[src/rtl/snake_pkg.sv]
// Shared snake-game definitions: playfield geometry, cell coordinates and
// the food placer state encoding.
package snake_pkg;

    localparam int unsigned GRID_W    = 64;
    localparam int unsigned GRID_H    = 48;
    localparam int unsigned COL_BITS  = 6;
    localparam int unsigned ROW_BITS  = 6;
    localparam int unsigned MAX_TRIES = 16;

    typedef struct packed {
        logic [COL_BITS-1:0] col;
        logic [ROW_BITS-1:0] row;
    } coord_t;

    typedef enum logic [2:0] {
        ST_IDLE   = 3'd0,
        ST_SAMPLE = 3'd1,
        ST_CHECK  = 3'd2,
        ST_QUERY  = 3'd3,
        ST_COMMIT = 3'd4,
        ST_FAIL   = 3'd5
    } fp_state_e;

endpackage

[src/rtl/food_placer.sv]
// Picks a free, in-range food cell from the random coordinate words, querying
// the snake-body logic for occupancy and retrying up to MAX_TRIES samples.
module food_placer
    import snake_pkg::*;
#(
    parameter int unsigned GRID_W    = snake_pkg::GRID_W,
    parameter int unsigned GRID_H    = snake_pkg::GRID_H,
    parameter int unsigned MAX_TRIES = snake_pkg::MAX_TRIES
) (
    input  logic                clk1,
    input  logic                rst1_n,
    input  logic                place_req,
    input  logic [9:0]          rnd_x,
    input  logic [9:0]          rnd_y,
    output logic                occ_req,
    output logic [COL_BITS-1:0] occ_x,
    output logic [ROW_BITS-1:0] occ_y,
    input  logic                occ_ack,
    input  logic                occ_hit,
    output logic [COL_BITS-1:0] food_x,
    output logic [ROW_BITS-1:0] food_y,
    output logic                food_valid,
    output logic                place_done,
    output logic                place_fail,
    output logic                busy
);

    localparam int unsigned TRY_BITS = $clog2(MAX_TRIES + 1);
    localparam logic [TRY_BITS-1:0] TRY_LIMIT = TRY_BITS'(MAX_TRIES);
    localparam logic [TRY_BITS-1:0] TRY_ONE   = TRY_BITS'(1);
    localparam logic [TRY_BITS-1:0] TRY_ZERO  = TRY_BITS'(0);

    fp_state_e             state_q, state_d;
    logic [TRY_BITS-1:0]   tries_q, tries_d;
    coord_t                cand_q, cand_d;
    coord_t                occ_q, occ_d;
    coord_t                food_q, food_d;
    logic                  occ_req_q, occ_req_d;
    logic                  food_valid_q, food_valid_d;
    logic                  place_done_q, place_done_d;
    logic                  place_fail_q, place_fail_d;
    logic                  busy_q, busy_d;
    logic                  out_of_range_s;
    logic                  tries_left_s;
    logic                  unused_rnd_s;

    // Upper random bits are discarded by the range reduction.
    assign unused_rnd_s = ^{rnd_x[9:COL_BITS], rnd_y[9:ROW_BITS]};

    assign out_of_range_s = (32'(cand_q.col) >= GRID_W) || (32'(cand_q.row) >= GRID_H);
    assign tries_left_s   = (tries_q < TRY_LIMIT);

    // Next-state and output computation for the placement FSM.
    always_comb begin
        state_d      = state_q;
        tries_d      = tries_q;
        cand_d       = cand_q;
        occ_d        = occ_q;
        food_d       = food_q;
        occ_req_d    = occ_req_q;
        food_valid_d = food_valid_q;
        place_done_d = 1'b0;
        place_fail_d = 1'b0;

        case (state_q)
            ST_IDLE: begin
                if (place_req) begin
                    tries_d = TRY_ZERO;
                    state_d = ST_SAMPLE;
                end else begin
                    state_d = ST_IDLE;
                end
            end
            ST_SAMPLE: begin
                cand_d.col = rnd_x[COL_BITS-1:0];
                cand_d.row = rnd_y[ROW_BITS-1:0];
                if (tries_q != TRY_LIMIT) begin
                    tries_d = tries_q + TRY_ONE;
                end else begin
                    tries_d = tries_q;
                end
                state_d = ST_CHECK;
            end
            ST_CHECK: begin
                if (out_of_range_s) begin
                    if (tries_left_s) begin
                        state_d = ST_SAMPLE;
                    end else begin
                        place_fail_d = 1'b1;
                        state_d      = ST_FAIL;
                    end
                end else begin
                    occ_req_d = 1'b1;
                    occ_d     = cand_q;
                    state_d   = ST_QUERY;
                end
            end
            ST_QUERY: begin
                // Outputs for COMMIT/FAIL are loaded here so they are valid
                // during the one cycle spent in those states.
                if (occ_ack) begin
                    occ_req_d = 1'b0;
                    if (!occ_hit) begin
                        food_d       = cand_q;
                        food_valid_d = 1'b1;
                        place_done_d = 1'b1;
                        state_d      = ST_COMMIT;
                    end else if (tries_left_s) begin
                        state_d = ST_SAMPLE;
                    end else begin
                        place_fail_d = 1'b1;
                        state_d      = ST_FAIL;
                    end
                end else begin
                    state_d = ST_QUERY;
                end
            end
            ST_COMMIT: begin
                state_d = ST_IDLE;
            end
            ST_FAIL: begin
                state_d = ST_IDLE;
            end
            default: begin
                occ_req_d = 1'b0;
                state_d   = ST_IDLE;
            end
        endcase

        busy_d = (state_d != ST_IDLE);
    end

    // State and output registers; reset drops occ_req and food_valid at once.
    always_ff @(posedge clk1 or negedge rst1_n) begin
        if (!rst1_n) begin
            state_q      <= ST_IDLE;
            tries_q      <= TRY_ZERO;
            cand_q       <= '0;
            occ_q        <= '0;
            food_q       <= '0;
            occ_req_q    <= 1'b0;
            food_valid_q <= 1'b0;
            place_done_q <= 1'b0;
            place_fail_q <= 1'b0;
            busy_q       <= 1'b0;
        end else begin
            state_q      <= state_d;
            tries_q      <= tries_d;
            cand_q       <= cand_d;
            occ_q        <= occ_d;
            food_q       <= food_d;
            occ_req_q    <= occ_req_d;
            food_valid_q <= food_valid_d;
            place_done_q <= place_done_d;
            place_fail_q <= place_fail_d;
            busy_q       <= busy_d;
        end
    end

    assign occ_req    = occ_req_q;
    assign occ_x      = occ_q.col;
    assign occ_y      = occ_q.row;
    assign food_x     = food_q.col;
    assign food_y     = food_q.row;
    assign food_valid = food_valid_q;
    assign place_done = place_done_q;
    assign place_fail = place_fail_q;
    assign busy       = busy_q;

endmodule

[config.mk]
export PLATFORM = sky130hd
export DESIGN_NAME = food_placer
export DESIGN_NICKNAME = d
export VERILOG_FILES = /design/src/rtl/snake_pkg.sv /design/src/rtl/food_placer.sv
export SDC_FILE = /design/constraint.sdc
export NUM_CORES = 1
export LEC_CHECK = 0
export ABC_AREA = 0
export BUFFER_PORTS_ARGS = -buffer_cell sky130_fd_sc_hd__clkbuf_2
export CORE_UTILIZATION = 40
export DETAILED_ROUTE_END_ITERATION = 10
export PLACE_DENSITY = 0.72
export SLEW_MARGIN = 20
export SYNTH_ARGS = -nofsm -noshare
export SYNTH_HDL_FRONTEND = slang
export SYNTH_SLANG_ARGS = --single-unit
[constraint.sdc]
create_clock -name clk1 -period 4.1 [get_ports clk1]
set_input_delay 0.205 -clock clk1 [delete_from_list [all_inputs] [get_ports clk1]]
set_output_delay 0.205 -clock clk1 [all_outputs]
set_load 0.05 [all_outputs]
# [After elaboration in Yosys (flattened, before gate mapping)]
# Index checks and enable logic that the tools add are counted.
[classes] n_addsub=1 mul=0 div_mod_pow=0 magnitude_cmp=2 n_eq_ne=10 shifts=0 muxes=20 bitwise=3 reduce_logical=8
[op_table] operator="$mux W3" count=4
[op_table] operator="$pmux W3 S4" count=1
[op_table] operator="$mux W1" count=10
[op_table] operator="$mux W5" count=2
[op_table] operator="$pmux W5 S2" count=1
[op_table] operator="$reduce_and A3 Y1" count=3
[op_table] operator="$ne A2 B2 Y1 const B" count=4
[op_table] operator="$eq A3 B2 Y1 const B" count=2
[op_table] operator="$eq A3 B3 Y1 const B" count=2
[op_table] operator="$ge A6 B6 Y1 const B" count=1
[op_table] operator="$add A5 B1 Y5 const B" count=1
[op_table] operator="$lt A5 B5 Y1 const B" count=1
[op_table] operator="$ne A5 B5 Y1 const B" count=1
[op_table] operator="$reduce_or A4 Y1" count=1
[op_table] operator="$eq A3 B1 Y1 const B" count=1
[op_table] operator="$logic_not A3 Y1" count=1
[op_table] operator="$not A1 Y1" count=3
[op_table] operator="$pmux W1 S3" count=1
[op_table] operator="$reduce_bool A3 Y1" count=1
[op_table] operator="$pmux W1 S2" count=1
[op_table] operator="$reduce_and A2 Y1" count=1
[op_table] operator="$reduce_bool A2 Y1" count=1
[totals] reg_bits=49 latchBits=0 mem_bits_rw=0 rom_bits=0 inputBits=25 output_inout_bits=29 wordCells=57 memories=0

# [Depth between registers and ports, before layout]
# Gate-level depths: netlist of run 1.
[logic_depth] word_depth=6 depth_mapped=6 mapped_depth_nobuf=5

# [Worst setup path before layout of run 1]
# OpenSTA, ideal clock, no wires.
[synth_timing] path_kind="register -> register" start="register state_q[2]" end="register food_q (netlist bit food_x[0])" setup_time_ns=0.125 arrival_time_ns=1.473 required_time_ns=3.975 path_slack_ns=2.502 stages_incl_launch_ff=6 n_path_buf=2 synth_period_minus_slack_ns=1.598 path_cell_list="dfrtp_1 buf_6 nand4b_1 nor2_1 buf_4 mux2_2"
[synth_between] elab_chain_len=2
[synth_rtl] item="start, declared" line_no="food_placer.sv:33" source="fp_state_e state_q, state_d;"
[synth_rtl] item="start signal, assigned" line_no="food_placer.sv:147" source="state_q <= state_d;"
[synth_rtl] item="$eq A3 B2 Y1" line_no="food_placer.sv:65" source="case (state_q)"
[synth_rtl] item="$reduce_and A3 Y1 (no source line)"
[synth_rtl] item="end signal, assigned" line_no="food_placer.sv:151" source="food_q <= food_d;"
[synth_rtl] item="end, declared" line_no="food_placer.sv:37" source="coord_t food_q, food_d;"
# Every way passes these cells.
# A chain may end at the register's enable or synchronous reset.

# [Final worst setup path of run 1]
[layout_timing] start="register state_q[1]" end="register tries_q[1]"
[layout_between] elab_chain_len=3 elab_cells_between_ends=7 cone_classes="eq/ne (3); mux (1); reduce/logical (3)"
[layout_rtl] item="$eq A3 B1 Y1 or $logic_not A3 Y1 (tied branches)" line_no="food_placer.sv:65"
[layout_rtl] item="$ne A2 B2 Y1 (no source line) or $reduce_bool A2 Y1 (tied branches)"
[layout_rtl] item="$reduce_and A3 Y1 (no source line)"
[layout_rtl] item="end signal, assigned" line_no="food_placer.sv:148" source="tries_q <= tries_d;"
[layout_rtl] item="end, declared" line_no="food_placer.sv:34" source="logic [TRY_BITS-1:0] tries_q, tries_d;"
# Several ways; a longest one is shown, not always the timed one.

==> results.md, run 1 <==
* Die area at 5290 sq um
* PortBufs at 45
* Clk_lat worst skew at 0.30 ns
* Lkg Pwr at 1.17 nW
* Period utilisation layout at 48.0%
* Pwr Density at 926 nW/um^2
* Run status: complete, but fails checks
* Worst min path class: primary input to async pin
* Post_cts resized at 0
* Mapped cell area at 2000 sq um
* Top cells by count, synth: dfrtp_1 (49), nand2_1 (43), mux2_2 (23), a21oi_1 (7)
* Root Buffer: clkbuf_8
* Maximum VDD drop at 517 uV
* Clk slew on worst S/H paths at 0.09 ns
* Detail Placement HPWL at 2510 um
* Worst r2r src: state_q[1]
* Post-synth top area cell: dfrtp_1
* Fin. max-slew vios at 0
* Total global-route track usage at 14.7%
* Sw Share at 47.6%
* Sink Count at 49
* GPL Wtd Cong at 0.708
* CP Cell Sequence: or3b_1 > nor2_1 > mux2_2
* Wire per inst at 13.1 um
* Setup violators final at 0
* CP endpoint kind: flip-flop
* CTS Hold Bufs at 0
* Critical path startpoint: state_q[1]
* Slew @ Worst Pin at 0.943 ns
* Avg Cell Area, Syn at 11.9 sq um
* Cell-internal power at 1.15 mW
* First-pass iteration count of the detailed router at 4
* Total Neg Setup Slack at 0 ns
* F_max at 0.508 GHz
* Yosys warnings at 0
* Worst Setup Path Type: flip-flop to flip-flop
* Min Hold Slack at -0.0169 ns
* CTS H-tree lvls at 2
* Worst reg-to-reg path cell count at 3
* Via density at 4.84
* RSZ-0062 raised after global routing: false
* FF+latch count, synth at 49
* Wirelength, routed at 3700 um
* Syn_nets at 195
* Worst path max stage delay at 0.69 ns
* # IOs at 54
* Crit path time final at 1.97 ns
* Antenna-violating nets left at 0
* Residual DRC count at 0
* WP data arrival at 2.16 ns
* N_diodes at 0
* Sequential Power Share at 39.4%
* Violated checks: hold timing
* Row cnt at 25
* Combinational Power Share at 48.0%
* Syn Inst Count at 168
* Post-synth EDFFs at 0
* Async SR Flop Fraction at 100%
* Final net count at 242
* WP data required at 4.29 ns
* Initial antenna violation count at 0
* Layout cell share with drive strength beyond 1 at 38.4%
* Sw Pwr at 1.05 mW
* Setup slack, reg-to-reg at 2.13 ns
* Yosys cell types at 32
* Skew final at 0.00437 ns
* Inserted Clock Buffers at 5
* Power share of the clock group at 12.6%
* Post-CTS setup buffer count at 0
* Via count at 1369
* Crit-path max FO at 17
* Clock buffer depth at 2
* Startpoint types: flip-flop
* Core Area at 4750 sq um
* Vias in the first global route at 1251
* Share of the synthesized area in the top cell type at 61.3%
* Initial Util at 42.1%
* Layout area overhead at 18.6%
* Overflow left after global routing at 0
* Hold Violations, Final at 17
* Maximum Capacitance Violations at 0
* Max-slew headroom at 36.9%
* First-pass GRT wire length at 5870 um
* Top-count cell post-synth: dfrtp_1
* Top post-synthesis cells by area: dfrtp_1 (61%), mux2_2 (13%), nand2_1 (8.1%)
* Die Span X at 72.7 um
* Drt initial violations at 71
* Reg2Reg Capture Point: tries_q[1]
* Largest net degree at the start of global routing at 50
* Slowest cell on the critical path: or3b_1
* TritonCTS clock tree: yes
* Seq/Total Area, Yosys at 61.3%
* Commonest register cell after synthesis: dfrtp_1
* Die span in y at 72.7 um
worst max-delay path: cells and delay by family (launching register included):
kind	cells	cell delay [ns]
AND/OR/NAND/NOR	2	0.99
multiplexers	1	0.36
flip-flops	1	0.51
through the flow:
| step | cell area, sq um | utilization (%) | worst slack [ns] | total power, mW | std cells |
|---|---|---|---|---|---|
| final | 2370 | 49.9 | 2.13 | 2.19 | 283 |
| after global routing | 2370 | 49.9 | 2.04 | 2.32 | 283 |
| after detailed placement | 2280 | 48.0 | 2.14 | 1.94 | 275 |
| after floorplan | 2000 | - | 2.50 | 1.69 | 168 |
| after CTS | 2370 | 49.9 | 2.13 | 2.22 | 283 |
| after global placement | 2280 | 48.0 | 2.18 | 1.91 | 275 |
layer usage:
layer | vias to the layer above | wire, um | global-route usage, %
li1 | 664 | - | -
met2 | 33 | 1720 | 22.4
met5 | - | 0 | 0
met1 | 667 | 1770 | 20.3
met3 | 5 | 155 | 3.31
met4 | 0 | 49 | 6.10
power groups by stage:
stage / clock, mW / sequential [mW] / combinational, mW
after floorplan: 0 / 1.26 / 0.437
after global placement: 0 / 0.866 / 1.04
after detailed placement: 0 / 0.876 / 1.06
after CTS: 0.285 / 0.867 / 1.06
after global routing: 0.301 / 0.899 / 1.12
final: 0.276 / 0.865 / 1.05
flip-flops by register name, summed over array words and instances, names as in the netlist:
signal      flops
cand_q         12
food_x          6
food_y          6
occ_x           6
occ_y           6
tries_q         5
state_q         3
busy            1
food_valid      1
occ_req         1
place_done      1
place_fail      1
cell families after synthesis:
family | after synthesis | synth area share, %
fa+ha+maj | 2 | 1.25
simple gates | 66 | 15.8
mux | 24 | 13.5
compound gates | 17 | 5.38
flops | 49 | 61.3
buf+inv | 10 | 2.82
cell usage in the layout (no fill, tap or decap), types with 2 or more instances in the layout:
cell type,Yosys,routed
a21oi_1,7,7
buf_4,2,2
clkbuf_2,0,45
clkbuf_8,0,5
clkinvlp_4,0,2
dfrtp_1,49,49
ha_1,2,2
inv_1,3,3
mux2_2,23,23
nand2_1,43,43
nand3_1,2,2
nor2_1,5,5
o21ai_0,5,5
o22a_1,2,2
or3_1,2,2
worst max-delay path by stage:
stage	slack, ns	cells past startpoint	to
detailed placement	2.14	3	tries_q[1]
global route	2.04	3	tries_q[1]
finish	2.13	3	tries_q[1]
floorplan	2.50	5	food_x[0]
global placement	2.18	3	tries_q[1]
CTS	2.13	3	tries_q[1]
layout make-up:
class	count	area, sq um
clock buffers	6	72.6
inverters	3	11.3
flip-flops and latches	49	1230
repair buffers	47	240
clock inverters	2	15.0
well taps	67	83.8
fillers	453	2380
multi-input cells	109	722
Note: power is estimated with default switching activity, not from simulation.
==> run 2: changes to the inputs <==
==> constraint.sdc (replaced) <==
create_clock -name clk1 -period 1.9 [get_ports clk1]
set_input_delay 0.095 -clock clk1 [delete_from_list [all_inputs] [get_ports clk1]]
set_output_delay 0.095 -clock clk1 [all_outputs]
set_load 0.05 [all_outputs]
==> run 2 against run 1 <==
Against the previous run: the flow now finishes without violations; final cell count increased by 6.7%; sequential power is 120% higher; combinational power up 130%; global-route usage grew 1.6 points; via count rose by 6.4%; sequential share of layout area decreased by 3.6 points; non-clock buffer count grew 19; worst hold slack better by 0.064 ns; clock-buffer cell count unchanged; critical path depth is the same; worst setup slack worse by 1.9 ns; largest power group unchanged.
==> results.md, run 2 (same netlist as run 1, synthesis figures left out) <==
* Worst reg-to-reg path cell count at 3 (unchanged)
* Placed cell area at 2330 sq um (was 2280 sq um)
* Die span in y at 72.7 um (unchanged)
* # IOs at 54 (unchanged)
* Initial antenna violation count at 0 (unchanged)
* Fin. max-slew vios at 0 (unchanged)
* Most common cell after layout, fill and taps aside: dfrtp_1 (unchanged)
* Via density at 4.82 (was 4.84)
* WP depth at 3 (unchanged)
* WP data arrival at 1.88 ns (was 2.16 ns)
* First-pass iteration count of the detailed router at 4 (unchanged)
* Met1 Usage GRT at 20.6% (was 20.3%)
* PortBufs at 45 (unchanged)
* Hold Violations, Final at 0 (was 17)
* Most frequent cells in the layout: dfrtp_1 (49), clkbuf_2 (45), nand2_1 (43) (unchanged)
* Detail Placement HPWL at 2650 um (was 2510 um)
* Total global-route track usage at 16.3% (was 14.7%)
* Root Buffer: clkbuf_8 (unchanged)
* Drt initial violations at 68 (was 71)
* Layout area overhead at 27.3% (was 18.6%)
* Period utilisation layout at 88.6% (was 48.0%)
* First-pass GRT wire length at 6380 um (was 5870 um)
* Lkg Pwr at 1.26 nW (was 1.17 nW)
* Die area at 5290 sq um (unchanged)
* Busiest layer in global routing: met2 (unchanged)
* WP data required at 2.10 ns (was 4.29 ns)
* Maximum VDD drop at 968 uV (was 517 uV)
* Startpoint types: flip-flop (unchanged)
* Die Span X at 72.7 um (unchanged)
* Met2 usage at 26.3% (was 22.4%)
* RSZ-0062 raised after global routing: false (unchanged)
* GPL Wtd Cong at 0.719 (was 0.708)
* Inserted Clock Buffers at 5 (unchanged)
* Antenna-violating nets left at 0 (unchanged)
* Total Neg Setup Slack at 0 ns (unchanged)
* Wire per inst at 13.1 um (about the same)
* Layout cell share with drive strength beyond 1 at 37.9% (was 38.4%)
* Finished Cell Area at 2550 sq um (was 2370 sq um)
* Row cnt at 25 (unchanged)
* Met3 Track Usage GR at 4.70% (was 3.31%)
* Worst path max stage delay at 0.51 ns (was 0.69 ns)
* Final net count at 261 (was 242)
* Worst min path class: primary input to flip-flop (was primary input to async pin)
* Clk_lat worst skew at 0.30 ns (about the same)
* Pwr Total at 4.86 mW (was 2.19 mW)
* Via count at 1457 (was 1369)
* Initial Util at 42.1% (unchanged)
* F_max at 0.594 GHz (was 0.508 GHz)
* Buffer and inverter count on the worst path at 0 (unchanged)
* N_diodes at 0 (unchanged)
* Worst Setup Path Type: flip-flop to flip-flop (unchanged)
* Slowest cell on the critical path: dfrtp_1 (was or3b_1)
* WHS Path Cells at 2
* Largest net degree at the start of global routing at 50 (unchanged)
* Maximum Capacitance Violations at 0 (unchanged)
* Number of flip-flops in the largest register at 12 (unchanged)
* Pwr Density at 1910 nW/um^2 (was 926 nW/um^2)
* TritonCTS clock tree: yes (unchanged)
* Slew @ Worst Pin at 0.603 ns (was 0.943 ns)
* CTS H-tree lvls at 2 (unchanged)
* Wirelength, routed at 3960 um (was 3700 um)
* CP endpoint kind: flip-flop (unchanged)
* Crit path time final at 1.68 ns (was 1.97 ns)
* Sink Count at 49 (unchanged)
* Clock buffer depth at 2 (unchanged)
* Setup violators final at 0 (unchanged)
* Overflow left after global routing at 0 (unchanged)
* Residual DRC count at 0 (unchanged)
* Run status: complete, no violations (was complete, but fails checks)
* Core Area at 4750 sq um (unchanged)
* Vias in the first global route at 1371 (was 1251)
* Clk slew on worst S/H paths at 0.09 ns (about the same)
* Skew final at 0.00881 ns (was 0.00437 ns)
* Crit-path max FO at 12 (was 17)
* Reg with most FFs: cand_q (unchanged)
* Top delay family on crit path: simple AND/OR/NAND/NOR gates (unchanged)
* Max-slew headroom at 59.8% (was 36.9%)
* CP Cell Sequence: or3b_1 > nor2_1 > mux2_2 (unchanged)
## run 2: cell types whose count changed in the layout (fill, tap and decap cells not counted)
cell,delta
dlygate4sd3_1,+13
buf_4,+6
## run 2: stage by stage
step | hold slack, ns | std cells | worst slack [ns] | utilization, %
after floorplan | -0.201 | 168 | 0.302 | -
after global placement | 0.230 | 281 | 0.247 | 49.0
after detailed placement | 0.230 | 281 | 0.228 | 49.0
after CTS | 0.0419 | 302 | 0.218 | 53.6
after global routing | 0.0442 | 302 | 0.144 | 53.6
final | 0.0471 | 302 | 0.217 | 53.6
## run 2: final cells by class
cell class                      instances  area (sq um)
Fill cell                             448          2210
Sequential cell                        49          1230
Multi-Input combinational cell        109           722
Timing Repair Buffer                   66           415
Tap cell                               67          83.8
Clock buffer                            6          72.6
Clock inverter                          2          15.0
Inverter                                3          11.3
## run 2: metal layers
layer | wire [um] | vias to the layer above
met5 | 0 | -
met4 | 106 | 0
met3 | 139 | 9
met2 | 1980 | 33
met1 | 1730 | 713
li1 | - | 702
## run 2: power breakdown
part	switching, mW	internal, mW	total [mW]	leakage (nW)
combinational	1.60	0.802	2.40	0.611
clock	0.343	0.260	0.602	0.0374
sequential	0.349	1.51	1.86	0.607
total	2.29	2.57	4.86	1.26
## run 2: repair_timing
action	CTS	global route
endpoints found under the hold margin	61	0
gates resized for setup	0	0
setup buffers	0	0
hold buffers	13	0
## run 2: final timing paths
check / startpoint / end / slack (ns)
min: place_req / busy / 0.05
min reg2reg: food_valid / food_valid / 0.48
min in group asynchronous: rst1_n / food_valid / 0.42
max reg2reg: state_q[1] / tries_q[1] / 0.22
max in group asynchronous: rst1_n / food_y[3] / 1.06
max: state_q[1] / tries_q[1] / 0.22
